[src/rtl/seg7_scroll_display.sv]
// Scrolling multi-digit seven-segment display: ASCII stream -> character FIFO -> digit buffer -> multiplexed segment bus.
// Optional macro BLINK_EN adds blink_i, which blanks the segments on alternate scroll periods.
module seg7_scroll_display #(
  parameter int NUM_DIGITS     = 4,
  parameter int FIFO_DEPTH     = 16,
  parameter int REFRESH_DIV    = 100000,
  parameter int SCROLL_DIV     = 50000000,
  parameter int SEG_ACTIVE_LOW = 0
) (
  input  logic                          clk_i,
  input  logic                          rst_ni,
  input  logic [7:0]                    char_i,
  input  logic                          charValid_i,
  output logic                          charReady_o,
  input  logic                          clear_i,
`ifdef BLINK_EN
  input  logic                          blink_i,
`endif
  output logic [$clog2(FIFO_DEPTH):0]   level_o,
  output logic [NUM_DIGITS-1:0]         digitSel_o,
  output logic [6:0]                    segments_o
);

  localparam int AW = $clog2(FIFO_DEPTH);
  localparam int LW = AW + 1;
  localparam int IW = $clog2(NUM_DIGITS);
  localparam int RW = (REFRESH_DIV > 1) ? $clog2(REFRESH_DIV) : 1;
  localparam int SW = $clog2(SCROLL_DIV);

  localparam logic [LW-1:0] FULL_LVL     = LW'(FIFO_DEPTH);
  localparam logic [RW-1:0] REFRESH_LAST = RW'(REFRESH_DIV - 1);
  localparam logic [SW-1:0] SCROLL_LAST  = SW'(SCROLL_DIV - 1);
  localparam logic [IW-1:0] IDX_LAST     = IW'(NUM_DIGITS - 1);
  localparam logic [6:0]    SEG_MASK     = (SEG_ACTIVE_LOW != 0) ? 7'h7F : 7'h00;

  logic [7:0]            fifo_mem [FIFO_DEPTH];
  logic [AW-1:0]         wr_ptr_q, wr_ptr_d;
  logic [AW-1:0]         rd_ptr_q, rd_ptr_d;
  logic [LW-1:0]         level_q, level_d;
  logic [SW-1:0]         scroll_cnt_q, scroll_cnt_d;
  logic [RW-1:0]         refresh_cnt_q, refresh_cnt_d;
  logic [IW-1:0]         digit_idx_q, digit_idx_d;
  logic [7:0]            disp_q [NUM_DIGITS];
  logic [7:0]            disp_d [NUM_DIGITS];
  logic [NUM_DIGITS-1:0] digit_sel_q, digit_sel_d;
  logic [6:0]            seg_q, seg_d;

  logic       full, empty, tick, pop, push, blank;
  logic [7:0] rd_data;

  function automatic logic [6:0] decode_char(input logic [7:0] c);
    logic [6:0] s;
    case (c)
      8'h30: s = 7'h3F;
      8'h31: s = 7'h06;
      8'h32: s = 7'h5B;
      8'h33: s = 7'h4F;
      8'h34: s = 7'h66;
      8'h35: s = 7'h6D;
      8'h36: s = 7'h7D;
      8'h37: s = 7'h07;
      8'h38: s = 7'h7F;
      8'h39: s = 7'h6F;
      8'h41, 8'h61: s = 7'h77;
      8'h42, 8'h62: s = 7'h7C;
      8'h43, 8'h63: s = 7'h39;
      8'h44, 8'h64: s = 7'h5E;
      8'h45, 8'h65: s = 7'h79;
      8'h46, 8'h66: s = 7'h71;
      8'h48, 8'h68: s = 7'h74;
      8'h4C, 8'h6C: s = 7'h38;
      8'h4F, 8'h6F: s = 7'h5C;
      8'h52, 8'h72: s = 7'h50;
      8'h20, 8'hA0: s = 7'h00;
      default:      s = 7'h40;
    endcase
    return s;
  endfunction

  assign full    = (level_q == FULL_LVL);
  assign empty   = (level_q == '0);
  assign tick    = (scroll_cnt_q == SCROLL_LAST);
  assign pop     = tick & ~empty & ~clear_i;
  // A pop on the same edge frees a slot, so a full FIFO may still take a push then.
  assign push    = charValid_i & (~full | pop) & ~clear_i;
  assign rd_data = fifo_mem[rd_ptr_q];

  always_ff @(posedge clk_i) begin
    if (push) begin
      fifo_mem[wr_ptr_q] <= char_i;
    end
  end

  always_comb begin
    wr_ptr_d      = wr_ptr_q;
    rd_ptr_d      = rd_ptr_q;
    level_d       = level_q;
    scroll_cnt_d  = scroll_cnt_q + SW'(1);
    refresh_cnt_d = refresh_cnt_q + RW'(1);
    digit_idx_d   = digit_idx_q;
    disp_d        = disp_q;

    if (tick) begin
      scroll_cnt_d = '0;
    end

    if (clear_i) begin
      wr_ptr_d     = '0;
      rd_ptr_d     = '0;
      level_d      = '0;
      scroll_cnt_d = '0;
      for (int i = 0; i < NUM_DIGITS; i++) begin
        disp_d[i] = 8'h20;
      end
    end else begin
      if (push) begin
        wr_ptr_d = wr_ptr_q + AW'(1);
      end
      if (pop) begin
        rd_ptr_d = rd_ptr_q + AW'(1);
        for (int i = 1; i < NUM_DIGITS; i++) begin
          disp_d[i] = disp_q[i-1];
        end
        disp_d[0] = rd_data;
      end
      case ({push, pop})
        2'b10:   level_d = level_q + LW'(1);
        2'b01:   level_d = level_q - LW'(1);
        default: level_d = level_q;
      endcase
    end

    if (refresh_cnt_q == REFRESH_LAST) begin
      refresh_cnt_d = '0;
      digit_idx_d   = (digit_idx_q == IDX_LAST) ? '0 : digit_idx_q + IW'(1);
    end
  end

  // Select and segments are both registered from the same index so they never disagree.
  always_comb begin
    digit_sel_d = ~(NUM_DIGITS'(1) << digit_idx_q);
    seg_d       = blank ? SEG_MASK : (decode_char(disp_q[digit_idx_q]) ^ SEG_MASK);
  end

`ifdef BLINK_EN
  logic blink_phase_q, blink_phase_d;

  always_comb begin
    blink_phase_d = blink_phase_q;
    if (clear_i) begin
      blink_phase_d = 1'b0;
    end else if (tick) begin
      blink_phase_d = ~blink_phase_q;
    end
  end

  always_ff @(posedge clk_i or negedge rst_ni) begin
    if (!rst_ni) begin
      blink_phase_q <= 1'b0;
    end else begin
      blink_phase_q <= blink_phase_d;
    end
  end

  assign blank = blink_i & blink_phase_q;
`else
  assign blank = 1'b0;
`endif

  always_ff @(posedge clk_i or negedge rst_ni) begin
    if (!rst_ni) begin
      wr_ptr_q      <= '0;
      rd_ptr_q      <= '0;
      level_q       <= '0;
      scroll_cnt_q  <= '0;
      refresh_cnt_q <= '0;
      digit_idx_q   <= '0;
      digit_sel_q   <= ~NUM_DIGITS'(1);
      seg_q         <= SEG_MASK;
      for (int i = 0; i < NUM_DIGITS; i++) begin
        disp_q[i] <= 8'h20;
      end
    end else begin
      wr_ptr_q      <= wr_ptr_d;
      rd_ptr_q      <= rd_ptr_d;
      level_q       <= level_d;
      scroll_cnt_q  <= scroll_cnt_d;
      refresh_cnt_q <= refresh_cnt_d;
      digit_idx_q   <= digit_idx_d;
      digit_sel_q   <= digit_sel_d;
      seg_q         <= seg_d;
      for (int i = 0; i < NUM_DIGITS; i++) begin
        disp_q[i] <= disp_d[i];
      end
    end
  end

  assign charReady_o = ~full;
  assign level_o     = level_q;
  assign digitSel_o  = digit_sel_q;
  assign segments_o  = seg_q;

endmodule

[config.mk]
export PLATFORM = sky130hd
export DESIGN_NAME = seg7_scroll_display
export DESIGN_NICKNAME = d
export VERILOG_FILES = /design/src/rtl/seg7_scroll_display.sv
export SDC_FILE = /design/constraint.sdc
export NUM_CORES = 1
export LEC_CHECK = 0
export ABC_AREA = 1
export BUFFER_PORTS_ARGS = -buffer_cell sky130_fd_sc_hd__buf_2
export CAP_MARGIN = 20
export CORE_AREA = 2 2 165 167
export CTS_CLUSTER_DIAMETER = 150
export CTS_CLUSTER_SIZE = 28
export DETAILED_ROUTE_END_ITERATION = 6
export DIE_AREA = 0 0 167 169
export GPL_TIMING_DRIVEN = 0
export HOLD_SLACK_MARGIN = 0.08
export PLACE_DENSITY = 0.55
export SYNTH_ARGS = -nofsm -noshare
export SYNTH_HDL_FRONTEND = slang
export SYNTH_SLANG_ARGS = --single-unit
[constraint.sdc]
create_clock -name clk_i -period 3.15 [get_ports clk_i]
set_input_delay 0.7875 -clock clk_i [delete_from_list [all_inputs] [get_ports clk_i]]
set_output_delay 0.7875 -clock clk_i [all_outputs]
set_load 0.01 [all_outputs]
==> impl_results.rst <==
.. list-table::
   :header-rows: 1

   * - Metric
     - Value
   * - Outcome
     - finished clean
   * - Most frequent cell after synthesis
     - sky130_fd_sc_hd__nand2_1
   * - Cell-by-cell trace of the critical path
     - ha_1 -> nand2_1 -> nor2_2 -> nand3_2 -> clkinv_1 -> nand3_2 -> nor2_4 -> or2_1 -> buf_6 -> nand3_1 -> nor2_1
   * - Arithmetic-cell share of the synthesized area counting full adders, half adders and majority gates
     - 1.819%
   * - First-pass GRT wire length
     - 41290 um
   * - Pin count of the biggest net entering global routing
     - 60
   * - Crit-path slowest cell
     - sky130_fd_sc_hd__nor2_1
   * - Mean instance size in the synthesized netlist
     - 9.387 um2
   * - Multiplexer area fraction after synthesis
     - 0%
   * - Portion of synthesized cell area occupied by the leading cell type
     - 35.83%
   * - Largest vdd supply drop
     - 496.7 uV
   * - Clock network latency to the later pin of the worst-skew pair
     - 0.48 ns
   * - Endpoint class of the critical path
     - flop
   * - Count of flip-flops with a built-in enable after synthesis
     - 128
   * - Total inserted antenna cells
     - 0
   * - Maximum clock insertion buffer count
     - 3
   * - Critical path class
     - reg -> reg
   * - Leakage power
     - 4.790 nW
   * - # port buffers
     - 26
   * - Most used flip-flop cell after synthesis
     - sky130_fd_sc_hd__edfxtp_1
   * - Critical Path Fanout Max
     - 8
   * - Register area share after synthesis
     - 59.46%
   * - Setup repair after global routing missed its margin
     - no
   * - Commonest cells in the synthesized netlist
     - sky130_fd_sc_hd__nand2_1 (252), sky130_fd_sc_hd__edfxtp_1 (128), sky130_fd_sc_hd__nor2_1 (123), sky130_fd_sc_hd__inv_1 (115), sky130_fd_sc_hd__dfrtp_1 (94)
   * - Row count
     - 60
   * - Peak clock frequency supported by timing
     - 342.3 MHz
   * - Share of final-layout standard cells stronger than drive strength 1
     - 7.590%
   * - All-layer global routing usage
     - 18.32%
   * - Iter 0 DRT Violations
     - 601
   * - Antenna violations before repair
     - 0
   * - Library cell with the largest summed area after synthesis
     - sky130_fd_sc_hd__edfxtp_1
   * - Number of global-route vias before repair
     - 7534
   * - Net count of the mapped netlist
     - 1170
   * - R2R cell count
     - 11
   * - PD cells
     - 434.5 mW/mm2
   * - Type of the most critical hold path
     - in -> async
   * - XOR/XNOR Fraction of Synth Area
     - 1.306%
   * - Dominant combinational cell family by area after synthesis
     - simple AND/OR/NAND/NOR gates
   * - Root buffer cell
     - sky130_fd_sc_hd__clkbuf_16
   * - Synth Warn #
     - 0
   * - Total count of hold-check failures in the final report
     - 0
   * - Number of CTS-inserted buffers
     - 12
   * - Maximum level of the CTS H-tree
     - 1
   * - First-pass DRT Iterations
     - 5
   * - Main area contributors after synthesis
     - sky130_fd_sc_hd__edfxtp_1 (36%), sky130_fd_sc_hd__dfrtp_1 (22%), sky130_fd_sc_hd__nand2_1 (8.8%)
   * - Post-route design area
     - 0.01182 mm2
   * - Pins Over Slew Limit
     - 0
   * - Clock Sinks
     - 229
   * - Share of synthesized cell area in and, or, nand and nor gates
     - 22.23%
   * - Placed Cells
     - 1519
   * - Final Cycle Share
     - 92.74%
   * - Setup violators final
     - 0
   * - Area of placed instances
     - 0.01139 mm2
   * - Count of different cell masters after synthesis
     - 44
   * - Data arrival time at the worst-slack endpoint
     - 3.04 ns
   * - Nets
     - 1220
   * - Die area
     - 0.02822 mm2
   * - Critical path's largest stage delay
     - 0.74 ns
   * - Post-CTS clock slew at the launch and capture registers of the worst setup and hold paths
     - 0.11 ns
   * - Minimum clock period
     - 2.921 ns
   * - Most frequent cell on the critical path
     - sky130_fd_sc_hd__nand3_2
   * - Maximum clock skew at final layout
     - 0.03207 ns
   * - DRT antenna net count
     - 0
   * - Transition time of the tightest slew-check pin
     - 0.8757 ns
   * - Grt met1 use
     - 25.49%
   * - Asr flop ratio synth
     - 44.10%
   * - Met3 Track Usage GR
     - 1.847%
   * - Final wirelength
     - 25880 um
   * - Final Util
     - 44.59%
   * - Worst r2r dst
     - fifo_mem[11][4]$_DFFE_PP_
   * - Placed wire-length estimate
     - 18190 um
   * - Non-filler cells, final
     - 1540
   * - Post-CTS Hold Buffers
     - 0
   * - CTS tree
     - built
   * - Worst setup SP type
     - flop
   * - Top Ports
     - 29
   * - Area inside the core boundary
     - 0.02650 mm2
   * - Relative slew slack
     - 41.41%
   * - Avg WL per Cell
     - 16.80 um
   * - Cell Area, Synth
     - 0.01073 mm2
   * - P&R area growth vs syn
     - 10.15%
   * - Average via count per standard cell
     - 5.160
   * - Flop-to-flop setup slack
     - 0.23 ns
   * - Vias post-DR
     - 7947
   * - Register bit total from synthesis
     - 229
   * - Met2 track utilization from global routing
     - 31.54%
   * - Y dimension of the die
     - 169 um
   * - Busiest layer in global routing
     - met2
   * - Synth Area in Compound Gates
     - 9.306%
   * - Crit Reg-Reg Startpoint
     - scroll_cnt_q[0]$_DFF_PN0_
   * - Max capacitance violation total
     - 0
   * - Final Wtd Congestion
     - 0.8575
   * - Crit path required time
     - 3.27 ns
   * - Horizontal die dimension
     - 167 um
   * - Initial core utilization
     - 40.49%
   * - Total overflow reported by the global router
     - 0
   * - Number of remaining DRC errors
     - 0
   * - Gate count of the mapped netlist
     - 1143
[cell usage in the layout (no fill, tap or decap), types with 3 or more instances in the layout]
cell | netlist | layout
sky130_fd_sc_hd__clkbuf_16 | 0 | 13
sky130_fd_sc_hd__nor2_1 | 123 | 123
sky130_fd_sc_hd__ha_1 | 14 | 14
sky130_fd_sc_hd__a21oi_1 | 41 | 41
sky130_fd_sc_hd__o221ai_1 | 11 | 11
sky130_fd_sc_hd__o22ai_1 | 18 | 18
sky130_fd_sc_hd__nand4_1 | 27 | 27
sky130_fd_sc_hd__dfstp_2 | 7 | 7
sky130_fd_sc_hd__inv_2 | 3 | 3
sky130_fd_sc_hd__dfrtp_1 | 94 | 94
sky130_fd_sc_hd__nor3b_1 | 3 | 3
sky130_fd_sc_hd__nor4_1 | 10 | 10
sky130_fd_sc_hd__a211oi_1 | 6 | 6
sky130_fd_sc_hd__buf_6 | 3 | 3
sky130_fd_sc_hd__nand3_1 | 81 | 81
sky130_fd_sc_hd__inv_1 | 115 | 115
sky130_fd_sc_hd__nor2_4 | 5 | 5
sky130_fd_sc_hd__o21ai_0 | 87 | 87
sky130_fd_sc_hd__nor3_1 | 34 | 23
sky130_fd_sc_hd__buf_2 | 3 | 30
sky130_fd_sc_hd__buf_4 | 2 | 10
sky130_fd_sc_hd__edfxtp_1 | 128 | 128
sky130_fd_sc_hd__nand3b_1 | 3 | 3
sky130_fd_sc_hd__clkbuf_1 | 28 | 34
sky130_fd_sc_hd__a31oi_1 | 4 | 4
sky130_fd_sc_hd__clkinv_1 | 3 | 3
sky130_fd_sc_hd__nand2_1 | 252 | 252
sky130_fd_sc_hd__xor2_1 | 15 | 15
sky130_fd_sc_hd__nor3_2 | 0 | 10
sky130_fd_sc_hd__a22oi_1 | 3 | 3
[cell type report]
class	instances	area, um2
multi-input combinational	755	3780
buffer	38	176.4
tap	341	426.7
clock buffer	19	347.8
fill	2610	14680
inverter	121	454.2
clock inverter	1	30.03
timing repair buffer	36	222.7
sequential	229	6380
[cell families after synthesis]
kind of cell,Yosys count
flip-flops,229
XOR/XNOR,16
AND/OR/NAND/NOR,547
AO/OA/AOI/OAI,177
adder cells (fa/ha/maj),15
buffers and inverters,159
[worst max path at each step]
stage | startpoint | endpoint | slack, ns | depth (start not counted)
after detailed placement | scroll_cnt_q[0]$_DFF_PN0_ | fifo_mem[2][0]$_DFFE_PP_ | -0.21 | 12
final | scroll_cnt_q[0]$_DFF_PN0_ | fifo_mem[11][4]$_DFFE_PP_ | 0.23 | 11
after floorplan | scroll_cnt_q[0]$_DFF_PN0_ | fifo_mem[12][0]$_DFFE_PP_ | 0.53 | 12
after global routing | scroll_cnt_q[0]$_DFF_PN0_ | fifo_mem[11][0]$_DFFE_PP_ | 0.009 | 11
after global placement | scroll_cnt_q[0]$_DFF_PN0_ | fifo_mem[8][7]$_DFFE_PP_ | -0.53 | 12
after CTS | scroll_cnt_q[0]$_DFF_PN0_ | fifo_mem[15][1]$_DFFE_PP_ | -0.07 | 11
[flip-flops by register name, indices dropped and copies added, names as in the netlist]
register,count
disp_q,32
scroll_cnt_q,26
fifo_mem,128
digitSel_o,4
wr_ptr_q,4
rd_ptr_q,4
digit_idx_q,2
segments_o,7
level_o,5
refresh_cnt_q,17
[worst max-delay path: cells and delay by family (launching register included)]
family | cells | cell delay [ns]
buffers and inverters | 2 | 0.17
and+or+nand+nor | 8 | 1.74
DFF | 1 | 0.39
adders and majority gates | 1 | 0.24
[routing by layer]
metal / vias up / wire [um]
met5: - / 0
met4: 0 / 450
met3: 21 / 984
met2: 153 / 12310
met1: 3802 / 12130
li1: 3971 / -
[report_power, final]
| group | switching [mW] | internal (mW) | total [mW] |
|---|---|---|---|
| logic | 0.133 | 0.0344 | 0.167 |
| clock network | 0.979 | 0.793 | 1.77 |
| registers | 0.00955 | 3.19 | 3.20 |
[through the flow]
stage,hold slack [ns],TNS [ns],total power [mW],setup slack (ns)
after detailed placement,0.4537,-2.802,3.427,-0.2138
after global placement,0.4536,-27.59,3.419,-0.5292
after CTS,0.3201,-0.8606,5.198,-0.06729
after global routing,0.3265,0,5.319,0.008635
final,0.3007,0,5.135,0.2286
after floorplan,0.4329,0,3.324,0.5276
[repair_timing]
item / CTS / global route
pin swaps: 0 / 1
gates resized for setup: 7 / 2
setup buffers: 0 / 1
setup endpoints to repair: 68 / 87
Note: power is estimated with default switching activity, not from simulation.
